==> src/rtl/fifo_skid_buf.sv <==
// Two-entry register buffer between the FIFO read port and the output stream.
// Head is always the oldest word; a push and a pop in the same cycle keep order.
module fifo_skid_buf #(
  parameter int WIDTH = 8
) (
  input  logic             i_clk,
  input  logic             i_rst_n,
  input  logic             i_push,
  input  logic [WIDTH-1:0] i_data,
  input  logic             i_pop,
  output logic [1:0]       o_occ,
  output logic [WIDTH-1:0] o_head
);

  localparam logic [1:0] DEPTH = 2'd2;

  logic [1:0]       occ_q, occ_d;
  logic [WIDTH-1:0] head_q, head_d;
  logic [WIDTH-1:0] tail_q, tail_d;

  always_comb begin
    occ_d  = occ_q;
    head_d = head_q;
    tail_d = tail_q;
    case ({i_push, i_pop})
      2'b10: begin
        if (occ_q == 2'd0) head_d = i_data;
        else               tail_d = i_data;
        occ_d = occ_q + 2'd1;
      end
      2'b01: begin
        head_d = tail_q;
        occ_d  = occ_q - 2'd1;
      end
      2'b11: begin
        // Occupancy unchanged: the new word goes behind whatever remains.
        if (occ_q == DEPTH) begin
          head_d = tail_q;
          tail_d = i_data;
        end else begin
          head_d = i_data;
        end
      end
      default: ;
    endcase
  end

  always_ff @(posedge i_clk or negedge i_rst_n) begin
    if (!i_rst_n) begin
      occ_q  <= 2'd0;
      head_q <= '0;
      tail_q <= '0;
    end else begin
      occ_q  <= occ_d;
      head_q <= head_d;
      tail_q <= tail_d;
    end
  end

  assign o_occ  = occ_q;
  assign o_head = head_q;

endmodule

==> src/rtl/fifo_stream_reader.sv <==
// Drains a one-cycle-latency FIFO read port into a valid/ready stream and
// frames it into bursts of programmable length with o_last on the final beat.
module fifo_stream_reader #(
  parameter int WIDTH = 8,
  parameter int LEN_W = 4
) (
  input  logic             i_clk,
  input  logic             i_rst_n,
  input  logic             i_fifo_empty,
  output logic             o_fifo_rd_en,
  input  logic [WIDTH-1:0] i_fifo_rd_data,
  output logic             o_valid,
  input  logic             i_ready,
  output logic [WIDTH-1:0] o_data,
  output logic             o_last,
  input  logic [LEN_W-1:0] i_burst_len,
  output logic             o_busy
);

  localparam logic [LEN_W-1:0] LEN_ONE = LEN_W'(1);

  logic             pend_q, pend_d;
  logic [LEN_W-1:0] cnt_q, cnt_d;
  logic [LEN_W-1:0] len_q, len_d;

  logic [1:0]       occ;
  logic [WIDTH-1:0] head;
  logic             pop_out;
  logic [2:0]       occ_after;
  logic [LEN_W-1:0] len_req;
  logic [LEN_W-1:0] len_cur;
  logic             at_last;

  fifo_skid_buf #(.WIDTH(WIDTH)) u_buf (
    .i_clk   (i_clk),
    .i_rst_n (i_rst_n),
    .i_push  (pend_q),
    .i_data  (i_fifo_rd_data),
    .i_pop   (pop_out),
    .o_occ   (occ),
    .o_head  (head)
  );

  assign o_valid = (occ != 2'd0);
  assign o_data  = head;
  assign pop_out = o_valid & i_ready;
  assign o_busy  = o_valid | pend_q;

  // Count words already owned (buffered + in flight) after this cycle's pop;
  // pop_out implies occ >= 1, so this never underflows.
  assign occ_after    = {1'b0, occ} + {2'b00, pend_q} - {2'b00, pop_out};
  assign o_fifo_rd_en = i_rst_n & ~i_fifo_empty & (occ_after < 3'd2);

  // Before the first beat of a burst the live input sets the length; after
  // that the latched copy is used so mid-burst changes are ignored.
  assign len_req = (i_burst_len == '0) ? LEN_ONE : i_burst_len;
  assign len_cur = (cnt_q == '0) ? len_req : len_q;
  assign at_last = (cnt_q == len_cur - LEN_ONE);
  assign o_last  = o_valid & at_last;

  always_comb begin
    pend_d = o_fifo_rd_en;
    cnt_d  = cnt_q;
    len_d  = len_q;
    if (pop_out) begin
      if (cnt_q == '0) len_d = len_req;
      cnt_d = at_last ? '0 : cnt_q + LEN_ONE;
    end
  end

  always_ff @(posedge i_clk or negedge i_rst_n) begin
    if (!i_rst_n) begin
      pend_q <= 1'b0;
      cnt_q  <= '0;
      len_q  <= '0;
    end else begin
      pend_q <= pend_d;
      cnt_q  <= cnt_d;
      len_q  <= len_d;
    end
  end

endmodule

==> config.mk <==
export PLATFORM = sky130hd
export DESIGN_NAME = fifo_stream_reader
export DESIGN_NICKNAME = d
export VERILOG_FILES = /design/src/rtl/fifo_skid_buf.sv /design/src/rtl/fifo_stream_reader.sv
export SDC_FILE = /design/constraint.sdc
export NUM_CORES = 1
export LEC_CHECK = 0
export ABC_AREA = 0
export BUFFER_PORTS_ARGS = -buffer_cell sky130_fd_sc_hd__buf_4
export CAP_MARGIN = 10
export CORE_MARGIN = 2
export CORE_UTILIZATION = 59
export CTS_BUF_LIST = sky130_fd_sc_hd__clkbuf_4 sky130_fd_sc_hd__clkbuf_8
export CTS_CLUSTER_SIZE = 16
export DETAILED_ROUTE_END_ITERATION = 10
export PLACE_DENSITY = 0.92
export SYNTH_ARGS = -nofsm -noshare
export SYNTH_HDL_FRONTEND = slang
export SYNTH_SLANG_ARGS = --single-unit
export TNS_END_PERCENT = 1
==> constraint.sdc <==
create_clock -name i_clk -period 4.5 [get_ports i_clk]
set_input_delay 0.225 -clock i_clk [delete_from_list [all_inputs] [get_ports i_clk]]
set_output_delay 0.225 -clock i_clk [all_outputs]
set_load 0.01 [all_outputs]
# Yosys cells after proc, flatten, opt, wreduce, memory -nomap -nowiden
# Cells that the tools add are included.
dict set report totals {
  regBits 27
  out_inout_bits 12
  input_bits 16
  elab_cells 46
}
dict set report op_classes {
  n_eq_ne 8
  add_sub_neg 6
  magnitude_cmp 1
  bitwise_logic 6
  muxes 10
  reduce_logical 9
}
# operator n
set ops {}
lappend ops {{8-bit 2-to-1 mux} 4}
lappend ops {{8-bit case mux with 3 select lines} 1}
lappend ops {{8-bit case mux with 2 select lines} 1}
lappend ops {{4-bit 2-to-1 mux} 3}
lappend ops {{4-bit logical NOT} 2}
lappend ops {{2-bit equality test (second input constant)} 3}
lappend ops {{2-bit nonzero test} 3}
lappend ops {{4-bit by 1-bit adder with 4-bit output (second input constant)} 1}
lappend ops {{1-bit bitwise AND} 4}
lappend ops {{4-bit equality test} 1}
lappend ops {{2-bit by 1-bit != test with 1-bit output (second input constant)} 2}
lappend ops {{2-bit case mux with 2 select lines} 1}
lappend ops {{4-bit by 1-bit subtractor with 4-bit output (second input constant)} 1}
lappend ops {{2-bit by 1-bit adder with 3-bit output} 1}
lappend ops {{3-bit by 2-bit less-than comparator with 1-bit output (second input constant)} 1}
lappend ops {{3-bit AND reduction} 1}
lappend ops {{3-bit nonzero test} 1}
lappend ops {{3-bit by 1-bit subtractor with 3-bit output} 1}
lappend ops {{2-bit by 1-bit adder with 2-bit output (second input constant)} 1}
lappend ops {{2-bit by 1-bit equality test with 1-bit output (second input constant)} 1}
lappend ops {{2-bit logical NOT} 1}
lappend ops {{2-bit != test (second input constant)} 1}
lappend ops {{2-bit AND reduction} 1}
lappend ops {{2-bit by 1-bit subtractor with 2-bit output (second input constant)} 1}
lappend ops {{other kinds (2)} 2}

# Logic depth before layout (Yosys ltp)
dict set report depth {
  depth_word 6
  ltp_mapped 12
  mapped_depth_nobuf 10
}

# Hierarchy
# From an unflattened synthesis, not the netlist that was laid out.
dict set report hier_totals {
  cells_unflattened 160
  area_unflattened_um2 1631.6
}
# module n_inst seq_area_each_um2 cells_per_inst area_each_um2
set modules_own_cells {}
lappend modules_own_cells {fifo_skid_buf 1 450.4 82 893.4}
lappend modules_own_cells {fifo_stream_reader 1 225.2 78 738.2}

# Worst setup path after synthesis
# OpenSTA, ideal clock, no wires.
dict set report synth_path {
  path_kind {register to output}
  startpoint {reg u_buf.occ_q[0] (netlist: u_buf.o_occ[0])}
  endpoint {out o_fifo_rd_en}
  setup_slack_ns 1.861
  path_stages_with_launch 10
  arrival_ns 2.414
  required_time_ns 4.275
  cell_sequence {dfrtp_1 -> buf_2 -> nor2_2 -> inv_1 -> nand2_2 -> inv_2 -> ha_1 -> nor2_1 -> fa_1 -> nor4b_1}
}
dict set report synth_between {
  elab_chain_cells 5
  word_cells_on_any_way 6
  cone_classes {add/sub: 2; order compare: 1; bitwise: 2; reduce/logical: 1}
}
# element line_no
set synth_rtl {}
lappend synth_rtl {{start: declaration} fifo_skid_buf.sv:17} ;# logic [1:0] occ_q, occ_d;
lappend synth_rtl {{start signal: assignment} fifo_skid_buf.sv:50} ;# occ_q <= 2'd0;
lappend synth_rtl {{start signal: assignment} fifo_skid_buf.sv:54} ;# occ_q <= occ_d;
lappend synth_rtl {{2-bit nonzero test} fifo_stream_reader.sv:44} ;# assign o_valid = (occ != 2'd0);
lappend synth_rtl {{via o_valid} fifo_stream_reader.sv:12} ;# output logic o_valid,
lappend synth_rtl {{1-bit bitwise AND} fifo_stream_reader.sv:46} ;# assign pop_out = o_valid & i_ready;
lappend synth_rtl {{via pop_out} fifo_stream_reader.sv:28} ;# logic pop_out;
lappend synth_rtl {{3-bit by 1-bit subtractor with 3-bit output} fifo_stream_reader.sv:51} ;# assign occ_after = {1'b0, occ} + {2'b00, pend_q} - {2'b00, pop_out};
lappend synth_rtl {{3-bit by 2-bit less-than comparator with 1-bit output} fifo_stream_reader.sv:52} ;# assign o_fifo_rd_en = i_rst_n & ~i_fifo_empty & (occ_after < 3'd2);
lappend synth_rtl {{1-bit bitwise AND} fifo_stream_reader.sv:52}
lappend synth_rtl {{end: declaration} fifo_stream_reader.sv:10} ;# output logic o_fifo_rd_en,
# The timed path passes the listed nets, and every way through them passes these cells.

# Final worst setup path
dict set report layout_path {
  startpoint {reg u_buf.occ_q[0] (netlist: u_buf.o_occ[0])}
  endpoint {out o_fifo_rd_en}
}
dict set report layout_between {
  elab_chain_cells 5
  word_cells_on_any_way 6
  cone_classes {add/sub: 2; order compare: 1; bitwise: 2; reduce/logical: 1}
}
# element line_no
set layout_rtl {}
lappend layout_rtl {{2-bit nonzero test} fifo_stream_reader.sv:44}
lappend layout_rtl {{1-bit bitwise AND} fifo_stream_reader.sv:46}
lappend layout_rtl {{via pop_out} fifo_stream_reader.sv:28}
lappend layout_rtl {{3-bit by 1-bit subtractor with 3-bit output} fifo_stream_reader.sv:51}
lappend layout_rtl {{3-bit by 2-bit less-than comparator with 1-bit output} fifo_stream_reader.sv:52}
lappend layout_rtl {{1-bit bitwise AND} fifo_stream_reader.sv:52}
# The timed path passes the listed nets, and every way through them passes these cells.

==> results by group <==
Global route
  • Initial antenna violation count: 0
  • Pin count of the biggest net entering global routing: 29
  • Number of global-route vias before repair: 1154
  • Total grt overflow: 0
  • First-pass GRT wire length: about 5000 um
  • Overall fraction of global-route tracks in use: 0.241

Setup path
  • Largest driver fanout on the critical path: 12
  • Crit-path slowest cell: sky130_fd_sc_hd__dfrtp_1
  • Critical Path Max Stage Delay: 0.50 ns
  • Crit end category: output pin
  • Ordered cell list for the critical path: nor2_2 > inv_1 > nand2_2 > inv_2 > ha_1 > nor2_1 > fa_1 > nor4b_1 > buf_4
  • Arrival time worst endpoint: 2.97 ns
  • Family with the most delay on the worst path: simple AND/OR/NAND/NOR gates
  • Critical setup path kind: flop to output pin
  • Worst endpoint required time: 4.28 ns
  • Buffers and inverters on the worst path: 3
  • Critical Path Source Type: flop

STA
  • Post-route setup TNS: 0 ns
  • Post-layout worst setup margin: 1.31 ns
  • Share of the clock period used by the worst path after layout: 0.709
  • Post-layout minimum cycle time: 3.19 ns
  • Final hold violation count: 0
  • Setup clock skew after layout: 0.0137 ns
  • Maximum clock rate: roughly 310 MHz
  • Unrepaired setup endpoints after global routing: false
  • Transition at the pin with the smallest max-transition slack: 0.664 ns
  • Max transition margin: 0.556
  • Setup violators final: 0
  • Final count of pins violating max slew: 0

Place
  • Routability-driven placement congestion ratio: 0.871
  • I/O Buffers: 27
  • Sum of net half-perimeters after detailed placement: 2220 um
  • Pre-CTS setup slack: 1.71 ns

Clock network
  • Clock slew at the register clock pins of the worst setup and hold paths: 0.16 ns
  • CTS tree: yes
  • Later-pin clock latency in the skew report: 0.35 ns
  • Clk root buf: sky130_fd_sc_hd__clkbuf_4
  • Clock Tree Buf Depth: 2
  • Number of buffers inserted during clock tree synthesis: 3
  • H-tree depth reported by CTS: 1
  • Number of gates given a new drive strength after cts: 0
  • Count of clock tree sinks: 27

Detailed routing
  • Initial drt markers: 15
  • Drt drc: 0
  • Wire length reported by the detailed router: 2970 um
  • Number of detailed-route iterations in the first pass: 4
  • Residual antenna-violating net count after detailed routing: 0
  • Average wire per standard cell: around 15 um
  • Total via count after detailed routing: 1126
  • Detailed-route vias per instance: roughly 5.6

Layout
  • Core occupancy in the finished layout: 0.722
  • Antenna diode count: 0
  • Area of combinational cells with multiple inputs: between 700 and 800 um^2
  • Fraction of layout cells with a size suffix above 1: 0.331
  • Number of nets at the end of the flow: 197
  • Area grow syn2layout: 16.7%
  • Sequential standard cell area: 676 um^2
  • Number of fill cells in the layout: 185

Synthesis
  • Synthesized flop and latch total: 27
  • Number of synthesis warnings: 0
  • Cell area after synthesis: between 0.0015 and 0.002 mm^2
  • Cells after Synth: 144
  • Share of flip-flops with an asynchronous set or reset: 1.00
  • Synthesized Nets: 168
  • Largest cells by area after synthesis: sky130_fd_sc_hd__dfrtp_1, sky130_fd_sc_hd__mux2_2, sky130_fd_sc_hd__ha_1, sky130_fd_sc_hd__a22oi_1, sky130_fd_sc_hd__o21ai_0
  • Post-synthesis cell type count: 41
  • Syn Area/Cell: 10.6 um^2
  • Number of flops mapped to enable cells by yosys: 0
  • Most area-hungry cell type in the Yosys netlist: sky130_fd_sc_hd__dfrtp_1
  • Most frequent cell after synthesis: sky130_fd_sc_hd__dfrtp_1
  • Area share of the largest cell type after synthesis: 0.441
  • Leading register cell type out of synthesis: sky130_fd_sc_hd__dfrtp_1
  • Sequential share of the synthesized area: 0.441
  • Top post-synthesis cells by count: sky130_fd_sc_hd__dfrtp_1, sky130_fd_sc_hd__nand2_1, sky130_fd_sc_hd__o21ai_0

Floorplan
  • Num rows: 18
  • Total core area: 0.00248 mm^2
  • Vertical die dimension: 55.0 um
  • I/O pin cnt: 28
  • Die footprint: 0.00302 mm^2
  • Initial core utilization: 0.619
  • Die W: 55.0 um

Hold path
  • Classification of the worst-slack hold path: input pin to flop

Power and ir drop
  • Leakage power figure: 0.000809 uW
  • Power per standard cell area: 717 mW/mm^2
  • Worst vdd rail ir drop: 0.658 mV

Status
  • Run status: finished clean

Run
  • Count of maximum capacitance violations: 0
-- area by class of cell --
cell class / instances / area share
flip-flops and latches: 27 / 0.378
repair buffers: 28 / 0.119
multi-input cells: 103 / 0.444
inverters: 10 / 0.0210
clock inverters: 1 / 0.00420
well taps: 30 / 0.0210
clock buffers: 3 / 0.0126
-- registers in the layout, indices dropped and copies added, names as in the netlist --
register / count
u_buf.o_head: 8
u_buf.tail_q: 8
cnt_q: 4
len_q: 4
u_buf.o_occ: 2
pend_q: 1
-- per-stage QoR --
step,hold WS [ns],power [uW],instance area (um^2),instances
floorplan,-0.0706,978,1530,144
global placement,0.151,1130,1750,197
detailed placement,0.155,1170,1750,197
CTS,0.0397,1280,1790,202
global route,0.0316,1390,1790,202
finish,0.0397,1280,1790,202
-- cell families after synthesis --
group                    share of synthesized area
buffers and inverters                       0.0408
XOR/XNOR                                    0.0400
AO/OA/AOI/OAI                                0.156
flip-flops                                   0.441
AND/OR/NAND/NOR                              0.166
multiplexers                                0.0865
adder cells (fa/ha/maj)                     0.0702
-- power by group --
group	switching (uW)	internal, uW	total (uW)	leakage (uW)
clock	77.3	34.2	112	0.0000139
combinational	371	343	714	0.000461
sequential	101	355	457	0.000334
-- layout by cell type (no fill, tap or decap), drive strengths merged, types with 2 or more instances in the layout --
cell     n
dfrtp   27
buf     27
nand2   15
o21ai   13
mux2    10
inv     10
a22oi    8
nor2     8
ha       7
xnor2    5
nand3    4
nor3     4
clkbuf   3
a211oi   3
a21oi    3
mux2i    2
nand2b   2
or2      2
and2b    2
xor2     2
nor3b    2
-- repair_timing --
action                                 CTS  global route
endpoints found under the hold margin   27             0
buffers inserted                         0             0
hold buffers                             1             0
setup endpoints to repair                0             0
-- routing by layer --
layer	up-vias	GRT usage	part of all wire
li1	561	-	-
met1	533	0.292	0.42
met2	24	0.407	0.52
met3	8	0.0565	0.036
met4	0	0.110	0.017
met5	-	0	0
-- final timing paths --
path,cells after the start,from,end,slack (ns)
setup reg to reg,7,u_buf.o_occ[0],u_buf.tail_q[2],1.91
min in group asynchronous,2,i_rst_n,u_buf.o_occ[1],0.32
hold reg to reg,2,u_buf.o_head[4],u_buf.o_head[4],0.51
hold / removal,2,i_fifo_empty,pend_q,0.04
max in group asynchronous,2,i_rst_n,cnt_q[2],3.91
setup / recovery,9,u_buf.o_occ[0],o_fifo_rd_en,1.31
-- worst register-to-register path, stage by stage, from the launching register on --
cell	delay, ns
sky130_fd_sc_hd__dfrtp_1	0.50
sky130_fd_sc_hd__nor2_2	0.28
sky130_fd_sc_hd__inv_1	0.12
sky130_fd_sc_hd__nand2_2	0.18
sky130_fd_sc_hd__inv_2	0.14
sky130_fd_sc_hd__ha_1	0.24
sky130_fd_sc_hd__a211oi_2	0.61
sky130_fd_sc_hd__mux2_2	0.41
Power figures use the tool's default switching activity.
